## src/rtl/raster_pkg.sv

```systemverilog
// Shared types for the rasteriser back end: fragment record, dispatcher
// state encoding and the depth-compare function used by z_buffer.
package raster_pkg;

  localparam int X_RES_DEF       = 4;
  localparam int Y_RES_DEF       = 4;
  localparam int X_PIXEL_DEF     = $clog2(X_RES_DEF);
  localparam int Y_PIXEL_DEF     = $clog2(Y_RES_DEF);
  localparam int Z_SIZE_DEF      = 8;
  localparam int COLOUR_SIZE_DEF = 16;

  // Fragment layout at the default build widths; modules with other widths
  // declare a local struct with the same field order.
  typedef struct packed {
    logic [X_PIXEL_DEF-1:0]     x;
    logic [Y_PIXEL_DEF-1:0]     y;
    logic [Z_SIZE_DEF-1:0]      z;
    logic [COLOUR_SIZE_DEF-1:0] colour;
  } frag_t;

  typedef enum logic [2:0] {
    ST_IDLE  = 3'd0,
    ST_ISSUE = 3'd1,
    ST_WAIT  = 3'd2,
    ST_EMIT  = 3'd3,
    ST_CLEAR = 3'd4,
    ST_COOL  = 3'd5
  } dispatch_state_e;

  typedef enum logic [1:0] {
    ZF_LESS    = 2'd0,
    ZF_LEQUAL  = 2'd1,
    ZF_GREATER = 2'd2,
    ZF_ALWAYS  = 2'd3
  } z_func_e;

endpackage

```

## src/rtl/frag_fifo.sv

```systemverilog
// Generic synchronous FIFO with show-ahead head output; DEPTH must be a
// power of two. Pointers carry one extra wrap bit to separate full from empty.
module frag_fifo #(
  parameter int WIDTH = 8,
  parameter int DEPTH = 4
) (
  input  logic             i_clk,
  input  logic             i_rst,
  input  logic             i_push,
  input  logic             i_pop,
  input  logic [WIDTH-1:0] i_data,
  output logic [WIDTH-1:0] o_data,
  output logic             o_full,
  output logic             o_empty
);

  localparam int AW = $clog2(DEPTH);
  localparam logic [AW:0] PTR_ONE = {{AW{1'b0}}, 1'b1};

  logic [WIDTH-1:0] r_mem [DEPTH];
  logic [AW:0]      r_wr_ptr;
  logic [AW:0]      r_rd_ptr;
  logic             w_do_push;
  logic             w_do_pop;

  assign o_empty = (r_wr_ptr == r_rd_ptr);
  assign o_full  = (r_wr_ptr[AW] != r_rd_ptr[AW]) &&
                   (r_wr_ptr[AW-1:0] == r_rd_ptr[AW-1:0]);

  // A pop frees the slot the simultaneous push lands in, so full is no barrier then.
  assign w_do_pop  = i_pop & ~o_empty;
  assign w_do_push = i_push & (~o_full | w_do_pop);

  always_ff @(posedge i_clk or posedge i_rst) begin
    if (i_rst) begin
      r_wr_ptr <= '0;
      r_rd_ptr <= '0;
    end else begin
      if (w_do_push) r_wr_ptr <= r_wr_ptr + PTR_ONE;
      if (w_do_pop)  r_rd_ptr <= r_rd_ptr + PTR_ONE;
    end
  end

  always_ff @(posedge i_clk) begin
    if (w_do_push) r_mem[r_wr_ptr[AW-1:0]] <= i_data;
  end

  assign o_data = r_mem[r_rd_ptr[AW-1:0]];

endmodule

```

## src/rtl/z_fragment_dispatch.sv

```systemverilog
// Queues rasterised fragments, runs one z_buffer depth test per fragment,
// forwards passing fragments and sequences depth-buffer clears.
module z_fragment_dispatch
  import raster_pkg::*;
#(
  parameter int X_RES        = 4,
  parameter int Y_RES        = 4,
  parameter int X_PIXEL_SIZE = $clog2(X_RES),
  parameter int Y_PIXEL_SIZE = $clog2(Y_RES),
  parameter int Z_SIZE       = 8,
  parameter int COLOUR_SIZE  = 16,
  parameter int FIFO_DEPTH   = 4,
  parameter int STAT_SIZE    = 16
) (
  input  logic                    clk_i,
  input  logic                    rst_i,
  input  logic                    frag_valid_i,
  output logic                    frag_ready_o,
  input  logic [X_PIXEL_SIZE-1:0] frag_x_i,
  input  logic [Y_PIXEL_SIZE-1:0] frag_y_i,
  input  logic [Z_SIZE-1:0]       frag_z_i,
  input  logic [COLOUR_SIZE-1:0]  frag_colour_i,
  input  logic                    clear_req_i,
  output logic                    clear_ack_o,
  output logic                    zb_start_o,
  output logic                    zb_flush_o,
  output logic [X_PIXEL_SIZE-1:0] zb_pixel_x_o,
  output logic [Y_PIXEL_SIZE-1:0] zb_pixel_y_o,
  output logic [Z_SIZE-1:0]       zb_pixel_z_o,
  input  logic                    zb_done_i,
  input  logic                    zb_depth_pass_i,
  output logic                    out_valid_o,
  input  logic                    out_ready_i,
  output logic [X_PIXEL_SIZE-1:0] out_x_o,
  output logic [Y_PIXEL_SIZE-1:0] out_y_o,
  output logic [COLOUR_SIZE-1:0]  out_colour_o,
  output logic [STAT_SIZE-1:0]    pass_count_o,
  output logic [STAT_SIZE-1:0]    fail_count_o,
  output logic                    busy_o
);

  localparam int FRAG_W = X_PIXEL_SIZE + Y_PIXEL_SIZE + Z_SIZE + COLOUR_SIZE;
  localparam logic [STAT_SIZE-1:0] STAT_ONE = {{(STAT_SIZE-1){1'b0}}, 1'b1};

  typedef struct packed {
    logic [X_PIXEL_SIZE-1:0] x;
    logic [Y_PIXEL_SIZE-1:0] y;
    logic [Z_SIZE-1:0]       z;
    logic [COLOUR_SIZE-1:0]  colour;
  } dfrag_t;

  dispatch_state_e         r_state;
  logic                    r_live;
  logic                    r_clear_pending;
  logic [X_PIXEL_SIZE-1:0] r_cur_x;
  logic [Y_PIXEL_SIZE-1:0] r_cur_y;
  logic [COLOUR_SIZE-1:0]  r_cur_colour;
  logic                    r_zb_start;
  logic                    r_zb_flush;
  logic [X_PIXEL_SIZE-1:0] r_zb_x;
  logic [Y_PIXEL_SIZE-1:0] r_zb_y;
  logic [Z_SIZE-1:0]       r_zb_z;
  logic                    r_clear_ack;
  logic                    r_out_valid;
  logic [X_PIXEL_SIZE-1:0] r_out_x;
  logic [Y_PIXEL_SIZE-1:0] r_out_y;
  logic [COLOUR_SIZE-1:0]  r_out_colour;
  logic [STAT_SIZE-1:0]    r_pass_count;
  logic [STAT_SIZE-1:0]    r_fail_count;

  dfrag_t w_fifo_din;
  dfrag_t w_fifo_dout;
  logic   w_fifo_full;
  logic   w_fifo_empty;
  logic   w_push;
  logic   w_pop;

  assign w_fifo_din = {frag_x_i, frag_y_i, frag_z_i, frag_colour_i};

  // r_live keeps frag_ready_o low while reset is held and for the first cycle after.
  assign frag_ready_o = r_live & ~w_fifo_full & ~r_clear_pending;
  assign w_push       = frag_valid_i & frag_ready_o;
  assign w_pop        = (r_state == ST_IDLE) & ~w_fifo_empty;
  assign busy_o       = ~w_fifo_empty | (r_state != ST_IDLE);

  frag_fifo #(
    .WIDTH (FRAG_W),
    .DEPTH (FIFO_DEPTH)
  ) u_frag_fifo (
    .i_clk   (clk_i),
    .i_rst   (rst_i),
    .i_push  (w_push),
    .i_pop   (w_pop),
    .i_data  (w_fifo_din),
    .o_data  (w_fifo_dout),
    .o_full  (w_fifo_full),
    .o_empty (w_fifo_empty)
  );

  always_ff @(posedge clk_i or posedge rst_i) begin
    if (rst_i) begin
      r_state         <= ST_IDLE;
      r_live          <= 1'b0;
      r_clear_pending <= 1'b0;
      r_cur_x         <= '0;
      r_cur_y         <= '0;
      r_cur_colour    <= '0;
      r_zb_start      <= 1'b0;
      r_zb_flush      <= 1'b0;
      r_zb_x          <= '0;
      r_zb_y          <= '0;
      r_zb_z          <= '0;
      r_clear_ack     <= 1'b0;
      r_out_valid     <= 1'b0;
      r_out_x         <= '0;
      r_out_y         <= '0;
      r_out_colour    <= '0;
      r_pass_count    <= '0;
      r_fail_count    <= '0;
    end else begin
      r_live      <= 1'b1;
      r_zb_start  <= 1'b0;
      r_zb_flush  <= 1'b0;
      r_clear_ack <= 1'b0;

      // The requester still holds clear_req_i while it sees the ack; ignore that cycle.
      if (clear_req_i && !r_clear_ack) r_clear_pending <= 1'b1;

      case (r_state)
        ST_IDLE: begin
          if (r_clear_pending && w_fifo_empty) begin
            r_state    <= ST_CLEAR;
            r_zb_start <= 1'b1;
            r_zb_flush <= 1'b1;
            r_zb_x     <= '0;
            r_zb_y     <= '0;
            r_zb_z     <= '0;
          end else if (!w_fifo_empty) begin
            r_state      <= ST_ISSUE;
            r_cur_x      <= w_fifo_dout.x;
            r_cur_y      <= w_fifo_dout.y;
            r_cur_colour <= w_fifo_dout.colour;
            r_zb_start   <= 1'b1;
            r_zb_x       <= w_fifo_dout.x;
            r_zb_y       <= w_fifo_dout.y;
            r_zb_z       <= w_fifo_dout.z;
          end
        end
        ST_ISSUE: r_state <= ST_WAIT;
        ST_WAIT: begin
          if (zb_done_i) begin
            if (zb_depth_pass_i) begin
              r_state      <= ST_EMIT;
              r_out_valid  <= 1'b1;
              r_out_x      <= r_cur_x;
              r_out_y      <= r_cur_y;
              r_out_colour <= r_cur_colour;
              if (r_pass_count != '1) r_pass_count <= r_pass_count + STAT_ONE;
            end else begin
              r_state <= ST_COOL;
              if (r_fail_count != '1) r_fail_count <= r_fail_count + STAT_ONE;
            end
          end
        end
        ST_EMIT: begin
          if (out_ready_i) begin
            r_state     <= ST_COOL;
            r_out_valid <= 1'b0;
          end
        end
        ST_CLEAR: begin
          if (zb_done_i) begin
            r_state         <= ST_COOL;
            r_clear_ack     <= 1'b1;
            r_clear_pending <= 1'b0;
          end
        end
        ST_COOL: r_state <= ST_IDLE;
        default: r_state <= ST_IDLE;
      endcase
    end
  end

  assign zb_start_o   = r_zb_start;
  assign zb_flush_o   = r_zb_flush;
  assign zb_pixel_x_o = r_zb_x;
  assign zb_pixel_y_o = r_zb_y;
  assign zb_pixel_z_o = r_zb_z;
  assign clear_ack_o  = r_clear_ack;
  assign out_valid_o  = r_out_valid;
  assign out_x_o      = r_out_x;
  assign out_y_o      = r_out_y;
  assign out_colour_o = r_out_colour;
  assign pass_count_o = r_pass_count;
  assign fail_count_o = r_fail_count;

endmodule

```

## config.mk

```make
export PLATFORM = sky130hd
export DESIGN_NAME = z_fragment_dispatch
export DESIGN_NICKNAME = d
export VERILOG_FILES = /design/src/rtl/raster_pkg.sv /design/src/rtl/frag_fifo.sv /design/src/rtl/z_fragment_dispatch.sv
export SDC_FILE = /design/constraint.sdc
export NUM_CORES = 1
export LEC_CHECK = 0
export CORE_AREA = 2 2 140 197
export DETAILED_ROUTE_END_ITERATION = 6
export DIE_AREA = 0 0 142 199
export GPL_TIMING_DRIVEN = 0
export HOLD_SLACK_MARGIN = 0.06
export PLACE_DENSITY = 0.46
export RECOVER_POWER = 50
export SYNTH_ARGS = -nofsm -noshare
export SYNTH_HDL_FRONTEND = slang
export SYNTH_SLANG_ARGS = --single-unit
```

## constraint.sdc

```tcl
create_clock -name clk_i -period 4 [get_ports clk_i]
set_input_delay 0.8 -clock clk_i [delete_from_list [all_inputs] [get_ports clk_i]]
set_output_delay 0.8 -clock clk_i [all_outputs]
set_load 0.01 [all_outputs]
```

Word-level counts from Yosys, hierarchy flattened

Memory sizes are Yosys's and may differ from the RTL's.
Index checks and enable logic that the tools add are counted.
Widths: inputs -> output; s select.

Bitwise operators: 13
$add $sub $neg: 4
Muxes and demuxes: 29
Reductions and logical operators: 14
Equal/unequal tests: 15

Operators with widths:

| cell                  | count |
|---|---|
| $add 16x1->16 const B | 2 |
| $ne 16x16->1 const B  | 2 |
| $mux 3                | 6 |
| $mux 8                | 2 |
| $reduce_and 4->1      | 4 |
| $mux 1                | 15 |
| $pmux 3 s5            | 1 |
| $ne 2x2->1 const B    | 5 |
| $mux 2                | 4 |
| $add 3x1->3 const B   | 2 |
| $and 1x1->1           | 6 |
| $eq 3x2->1 const B    | 2 |
| $reduce_and 3->1      | 2 |
| $not 1->1             | 5 |
| $eq 3x1->1 const B    | 1 |
| $eq 3x3->1            | 1 |
| $eq 3x3->1 const B    | 1 |
| $logic_and 1x1->1     | 3 |
| $logic_not 3->1       | 1 |
| $ne 3x3->1 const B    | 1 |
| $reduce_bool 3->1     | 1 |
| $eq 2x2->1            | 1 |
| $or 1x1->1            | 2 |
| $pmux 1 s2            | 1 |
| other kinds (4)       | 4 |

Memories kept: 1
Register bits after elaboration: 99
Input port bits: 35
Memory bits (writable): 112
Logic and storage cells: 96

Memories:

| memory            | depth | bits a word | rd ports | clocked after Yosys merged registers in | write ports | line            | text |
|---|---|---|---|---|---|---|---|
| u_frag_fifo.r_mem | 4     | 28          | 1        | 0                                       | 1           | frag_fifo.sv:20 | `logic [WIDTH-1:0] r_mem [DEPTH];` |

Depth between registers and ports, before layout

Gate-level depths: netlist of the first run.

Depth after elaboration: 9
Mapped depth: 7
Depth with buffers taken out: 5

Hierarchy

From an unflattened synthesis of the first run, not the netlist that was laid out.

Cell total of the unflattened synthesis: 514
Area total of the unflattened synthesis: 8259.2 um^2

By module, submodules not included:

| module              | cells each | area each (um^2) | instances |
|---|---|---|---|
| frag_fifo           | 182        | 4463.0           | 1 |
| z_fragment_dispatch | 332        | 3796.1           | 1 |

Least setup slack after synthesis of the first run

No wires, ideal clock.

Kind: input -> register
Start: in frag_valid_i
End: mem u_frag_fifo.r_mem[3][0] in the netlist's numbering (enable)
Arrival time: 1.966 ns
Path buffers: 0
Required time: 3.611 ns
Slack: 1.645 ns
Library setup time: 0.389 ns
Stages on the path: 3
Cells stage by stage: inv_1 > a311oi_2 > and2_1

Cells in the longest elaborated chain, start to end: 4

Ends and longest elaborated chain:

| item                         | line                      | text |
|---|---|---|
| start: declaration           | z_fragment_dispatch.sv:17 | `input logic frag_valid_i,` |
| $and 1x1->1                  | z_fragment_dispatch.sv:82 | `assign w_push = frag_valid_i & frag_ready_o;` |
| $and 1x1->1                  | frag_fifo.sv:32           | `assign w_do_push = i_push & (~o_full \| w_do_pop);` |
| $mux 1                       | frag_fifo.sv:45           | `if (w_do_push) r_mem[r_wr_ptr[AW-1:0]] <= i_data;` |
| $mux 1 (not written as such) | frag_fifo.sv:45           |  |
| end: declaration             | frag_fifo.sv:20           |  |

Every way passes these cells.

Worst setup path in the final report of the first run

Start: reg u_frag_fifo.r_rd_ptr[0]
End: out busy_o

Cells in the longest elaborated chain, start to end: 3

Ends and longest elaborated chain:

| item                     | line                      | text |
|---|---|---|
| start: declaration       | frag_fifo.sv:22           | `logic [AW:0] r_rd_ptr;` |
| start signal: assignment | frag_fifo.sv:40           | `if (w_do_pop) r_rd_ptr <= r_rd_ptr + PTR_ONE;` |
| $eq 3x3->1               | frag_fifo.sv:26           | `assign o_empty = (r_wr_ptr == r_rd_ptr);` |
| $not 1->1                | z_fragment_dispatch.sv:84 | `assign busy_o = ~w_fifo_empty \| (r_state != ST_IDLE);` |
| $or 1x1->1               | z_fragment_dispatch.sv:84 |  |
| end: declaration         | z_fragment_dispatch.sv:39 | `output logic busy_o` |

Every way passes these cells.

==> impl_metrics.json, run 1 <==
{
  "die_h_um": 199,
  "grt_usage": 0.130,
  "die_w_um": 142,
  "final_common_cell": "edfxtp_1",
  "critPathLaunchType": "register",
  "syn-cell-area_mm2": 0.00837,
  "tightest_slew_ns": 1.79,
  "synth-seq-area-share": 0.698,
  "post_cts_buffers": 0,
  "reg2reg_depth": 5,
  "io_pins": 105,
  "synth_edf_count": 112,
  "antenna_left": 0,
  "cts_tree": "done",
  "hold_end": "r_cur_y[1]",
  "htree_levels": 1,
  "dp_hpwl_um": 12200,
  "firstDrtPassIters": 4,
  "crit_fanout": 5,
  "crit_path_end_kind": "primary output",
  "hold_viol_final": 0,
  "synth_flop_cell": "edfxtp_1",
  "hold_class": "register to register",
  "syn_avg_cell_area_um2": 17.2,
  "finClkSkew_ns": 0.0156,
  "total_power_mw": 7.11,
  "synth.distinct_cells": 50,
  "syn_nets": 530,
  "wl_per_cell_um": 18.7,
  "met1_usage": 0.150,
  "layout_min_cycle_time_ns": 3.17,
  "cp.arrival_ns": 2.37,
  "grt_pass1_wl_um": 28400,
  "fp-row-count": 71,
  "drt_iter0_drc": 184,
  "regArea_mm2": 0.00584,
  "syn_to_final_growth_pct": 27.0,
  "slew_violations": 34,
  "vias_per_cell": 4.81,
  "p_leak_nw": 4.05,
  "start_util": 0.315,
  "clock_latency_ns": 0.50,
  "post-route-util": 0.400,
  "setup_ws_ns": 0.826,
  "placed_cells": 925,
  "grt_pass1_vias": 5026,
  "antenna_found_initial": 2,
  "required_ns": 3.20,
  "synth_top_area_cell": "edfxtp_1",
  "reg2reg_from": "u_frag_fifo.r_rd_ptr[0]",
  "cp_cell_sequence": "clkbuf_1, xor2_1, nor3_1, nand2_1, clkdlybuf4s50_1",
  "routabilityCongestion": 0.777,
  "r2r_end": "u_frag_fifo.r_mem[3][5]",
  "cts_resized": 0,
  "clk_pin_slew_ns": 0.06,
  "relSlewSlack": -0.201,
  "finalSetupViolations": 0,
  "synth_seq_cells": 211,
  "fillers": 2420,
  "grt_max_degree": 67,
  "ys_warn_count": 0,
  "core-area_mm2": 0.0266,
  "met2_usage": 0.246,
  "cts-root-buf": "clkbuf_16",
  "ir_drop_v": 0.000297,
  "crit_path_max_incr_delay_ns": 0.51,
  "postRouteWirelength_um": 18100,
  "criticalPathCategory": "register to primary output",
  "place_ws_ns": 1.12,
  "route.detailed.drc": 0,
  "port_buffers": 104,
  "synth_area_leaders": "edfxtp_1 40%, dfrtp_1 30%, mux4_2 7.5%",
  "final_cells": 965,
  "tns_ns": 0,
  "power.density_mw_per_mm2": 668,
  "cap_violations": 1,
  "async_flop_share": 0.469,
  "cts_sinks": 211,
  "die-area_mm2": 0.0283,
  "period_share": 0.794,
  "yosys.area.top_type_share": 0.402,
  "layout_common_cells": "112 x edfxtp_1, 99 x dfrtp_1, 73 x clkdlybuf4s50_1, 40 x mux2_2, 31 x dlygate4sd3_1",
  "status": "finished, violations left",
  "drive_gt1_frac": 0.193,
  "r2r_setup_slack_ns": 1.12,
  "vias": 4637,
  "nets": 663,
  "cp_slowest_cell": "clkdlybuf4s50_1",
  "cts_made_buffers": 22,
  "synth_cells": 488,
  "rsz0062_at_grt": "no",
  "multiInputGateArea_mm2": 0.00236,
  "grtUsageMet3": 0.0221,
  "holdBufCountCts": 0,
  "grt_most_used_layer": "met2",
  "violations": "max-capacitance violations, max-slew violations",
  "hold_depth": 1,
  "clk_path_buf_depth": 3,
  "hold_path_startpoint": "r_cur_y[1]",
  "max_freq_mhz": 315,
  "gr-total-overflow": 0
}
==> report_power, final <==
group | internal, mW | total, mW | switching [mW]
clock | 1.21 | 2.03 | 0.820
sequential | 2.71 | 2.98 | 0.270
combinational | 1.15 | 2.09 | 0.939
total | 5.08 | 7.11 | 2.03
==> area by class of cell <==
type,count,area share
Sequential cell,211,0.549
Multi-Input combinational cell,244,0.222
Timing Repair Buffer,109,0.108
Clock buffer,28,0.0578
Tap cell,328,0.0386
Clock inverter,11,0.0104
Buffer,21,0.00953
Inverter,12,0.00435
Antenna cell,1,0.000235
==> sequential cells by signal, summed over array words and instances, names as in the netlist, 3 cells and up <==
| signal | count |
|---|---|
| zb_pixel_z_o | 8 |
| r_cur_colour | 16 |
| u_frag_fifo.r_rd_ptr | 3 |
| out_colour_o | 16 |
| u_frag_fifo.r_wr_ptr | 3 |
| u_frag_fifo.r_mem | 112 |
| fail_count_o | 16 |
| r_state | 3 |
| pass_count_o | 16 |
==> per-stage QoR <==
stage          instance area [um2]  hold WS, ns
2_1_floorplan                 8370        0.445
4_1_cts                      10700        0.476
6_report                     10600        0.472
3_5_place_dp                  9940        0.461
3_3_place_gp                  9820        0.455
5_1_grt                      10600        0.495
==> kinds of logic (layout without fill, tap and decap cells) <==
kind of cell | after synthesis | after routing | share of synthesized area
AO/OA/AOI/OAI | 56 | 56 | 0.0522
XOR/XNOR | 35 | 35 | 0.0366
adder cells (fa/ha/maj) | 7 | 7 | 0.0105
buffers and inverters | 33 | 181 | 0.0188
flip-flops | 211 | 211 | 0.698
multiplexers | 69 | 69 | 0.130
other | 1 | 2 | 0.000448
AND/OR/NAND/NOR | 76 | 76 | 0.0536
==> cells in the mapped netlist, types with 2 or more instances <==
library cell  count
nor2_1            4
mux2_2           40
dfrtp_1          99
buf_1             2
and4_1            5
o211ai_1          4
xnor2_1          15
xor2_1           20
buf_4             4
a21o_1           10
a22o_1            8
inv_1            12
a31oi_1           3
clkbuf_1          5
a211oi_1          5
o2111ai_1         3
o21ai_0           7
nor3_1            8
nand3_1           6
mux4_2           28
nand2_1          17
buf_2             9
a21oi_1           7
and2_1           10
nor4_1            2
nand4_1           7
and3_1            6
edfxtp_1        112
ha_1              7
nand2b_1          3
==> worst max path at each step <==
| stage | start | cells past startpoint | end |
|---|---|---|---|
| CTS | u_frag_fifo.r_rd_ptr[0] | 5 | busy_o |
| global placement | rst_i | 2 | zb_pixel_z_o[0] |
| detailed placement | frag_valid_i | 5 | u_frag_fifo.r_mem[1][12] |
| global route | u_frag_fifo.r_rd_ptr[0] | 5 | busy_o |
| finish | u_frag_fifo.r_rd_ptr[0] | 5 | busy_o |
| floorplan | rst_i | 1 | clear_ack_o |
==> metal layers <==
| layer | routed length (um) | share of wire |
|---|---|---|
| met1 | 7250 | 0.40 |
| met2 | 9790 | 0.54 |
| met4 | 333 | 0.018 |
| met3 | 716 | 0.040 |
| met5 | 0 | 0 |
==> critical path, delay by kind of cell (launching register included) <==
family                 cells  cell delay, ns
AND/OR/NAND/NOR            2            0.60
buffers and inverters      2            0.68
XOR/XNOR                   1            0.21
flip-flops                 1            0.38
Power figures use the tool's default switching activity.
==> inputs of run 2 (changes only) <==
PLACE_DENSITY = 0.48   (was 0.46)
clock period = 2.6 ns   (was 4 ns; I/O delays follow)
==> impl_metrics.json, run 2 (synthesized netlist as in run 1, its figures left out) <==
{
  "port_buffers": 104,
  "route.detailed.drc": 0,
  "drive_gt1_frac": 0.194,
  "die-area_mm2": 0.0283,
  "antenna_found_initial": 2,
  "vias_per_cell": 4.78,
  "routabilityCongestion": 0.803,
  "setup_ws_ns": 0.150,
  "final_area_mm2": 0.0105,
  "antenna_left": 0,
  "finClkSkew_ns": 0.00963,
  "tightest_slew_ns": 1.65,
  "power.density_mw_per_mm2": 1020,
  "drt_iter0_drc": 198,
  "grt_max_degree": 40,
  "critPathLaunchType": "register",
  "p_leak_nw": 4.02,
  "required_ns": 2.08,
  "dp_hpwl_um": 11700,
  "finalSetupViolations": 0,
  "holdBufCountCts": 0,
  "rsz0062_at_grt": "no",
  "cp.arrival_ns": 1.93,
  "violations": "max-capacitance violations, max-slew violations",
  "die_w_um": 142,
  "hold_class": "register to register",
  "grt_usage": 0.127,
  "clk_path_buf_depth": 3,
  "relSlewSlack": -0.104,
  "place_ws_ns": -0.221,
  "hold_viol_final": 0,
  "status": "finished, violations left",
  "clk_pin_slew_ns": 0.06,
  "core-area_mm2": 0.0266,
  "gr-total-overflow": 0,
  "max_freq_mhz": 408,
  "diodes": 0,
  "die_h_um": 199,
  "start_util": 0.315,
  "period_share": 0.942,
  "fp-row-count": 71,
  "final_common_cell": "edfxtp_1",
  "clock_latency_ns": 0.50,
  "htree_levels": 1,
  "crit_fanout": 5,
  "tns_ns": 0,
  "wl_per_cell_um": 18.2,
  "postPlaceCellArea_mm2": 0.00989,
  "criticalPathCategory": "register to primary output",
  "grt_pass1_wl_um": 27600,
  "syn_to_final_growth_pct": 25.7,
  "firstDrtPassIters": 4,
  "nets": 661,
  "grt_pass1_vias": 4882,
  "postRouteWirelength_um": 17600,
  "cts_made_buffers": 22,
  "io_pins": 105,
  "cts-root-buf": "clkbuf_16",
  "layout_common_cells": "112 x edfxtp_1, 99 x dfrtp_1, 70 x clkdlybuf4s50_1, 40 x mux2_2, 33 x dlygate4sd3_1",
  "crit_path_end_kind": "primary output",
  "slew_violations": 34,
  "layout_min_cycle_time_ns": 2.45,
  "cap_violations": 1,
  "vias": 4605,
  "cts_tree": "done",
  "cts_sinks": 211,
  "largest_reg_flops": 112,
  "ir_drop_v": 0.000436
}
==> run 2: cell types whose count changed in the layout (fill, tap and decap cells not counted), moves of 2 or more <==
cell,delta
dlygate4sd3_1,+2
clkbuf_1,-3
bufinv_16,-2
clkinv_1,+4
and2_0,-3
buf_12,-2
clkdlybuf4s50_1,-3
and2_1,+2
==> run 2: path summary, 6_finish.rpt <==
path | to | slack [ns] | cells after the start | from
hold reg to reg | r_cur_y[0] | 0.47 | 1 | r_cur_y[0]
hold / removal | r_cur_y[0] | 0.47 | 1 | r_cur_y[0]
min in group asynchronous | pass_count_o[9] | 0.87 | 2 | rst_i
setup / recovery | frag_ready_o | 0.15 | 3 | u_frag_fifo.r_wr_ptr[1]
setup reg to reg | u_frag_fifo.r_mem[2][12] | 0.18 | 3 | u_frag_fifo.r_wr_ptr[1]
max in group asynchronous | r_cur_colour[14] | 0.41 | 3 | rst_i
==> run 2: through the flow <==
| step | cells | utilization | power [mW] | hold slack [ns] |
|---|---|---|---|---|
| after floorplan | 488 | - | 6.62 | 0.445 |
| after global placement | 920 | 0.370 | 7.92 | 0.458 |
| after detailed placement | 923 | 0.372 | 8.01 | 0.465 |
| after CTS | 964 | 0.399 | 11.0 | 0.479 |
| after global routing | 963 | 0.396 | 11.4 | 0.506 |
| final | 963 | 0.396 | 10.7 | 0.474 |
==> run 2: where the power goes <==
part	switching (mW)	internal, mW
Clock	1.26	1.64
Sequential	0.423	4.17
Combinational	1.45	1.77
==> run 2: per-layer routing <==
layer / up-vias / track usage / part of all wire
li1: 2129 / - / -
met1: 2335 / 0.152 / 0.41
met2: 109 / 0.234 / 0.53
met3: 30 / 0.0209 / 0.043
met4: 2 / 0.0385 / 0.022
met5: - / 0 / 0.00074
==> run 2: final cells by class <==
type / instances / area (um2)
Buffer: 20 / 103
Clock buffer: 26 / 597
Clock inverter: 14 / 70.1
Fill cell: 2442 / 16000
Inverter: 12 / 46.3
Multi-Input combinational cell: 244 / 2370
Sequential cell: 211 / 5840
Tap cell: 328 / 410
Timing Repair Buffer: 108 / 1090
==> run 2: critical path: stages, from the launching register on <==
cell and delay, ns:
dfrtp_1 0.45, xnor2_1 0.19, a31oi_1 0.18, clkdlybuf4s50_1 0.61
==> run 2: what timing repair did <==
item                                    CTS  global route
pin swaps                                 1             1
endpoints found under the setup margin    1            86
resized for setup                         4             1
cloned                                    0             0
setup buffers                             1             0
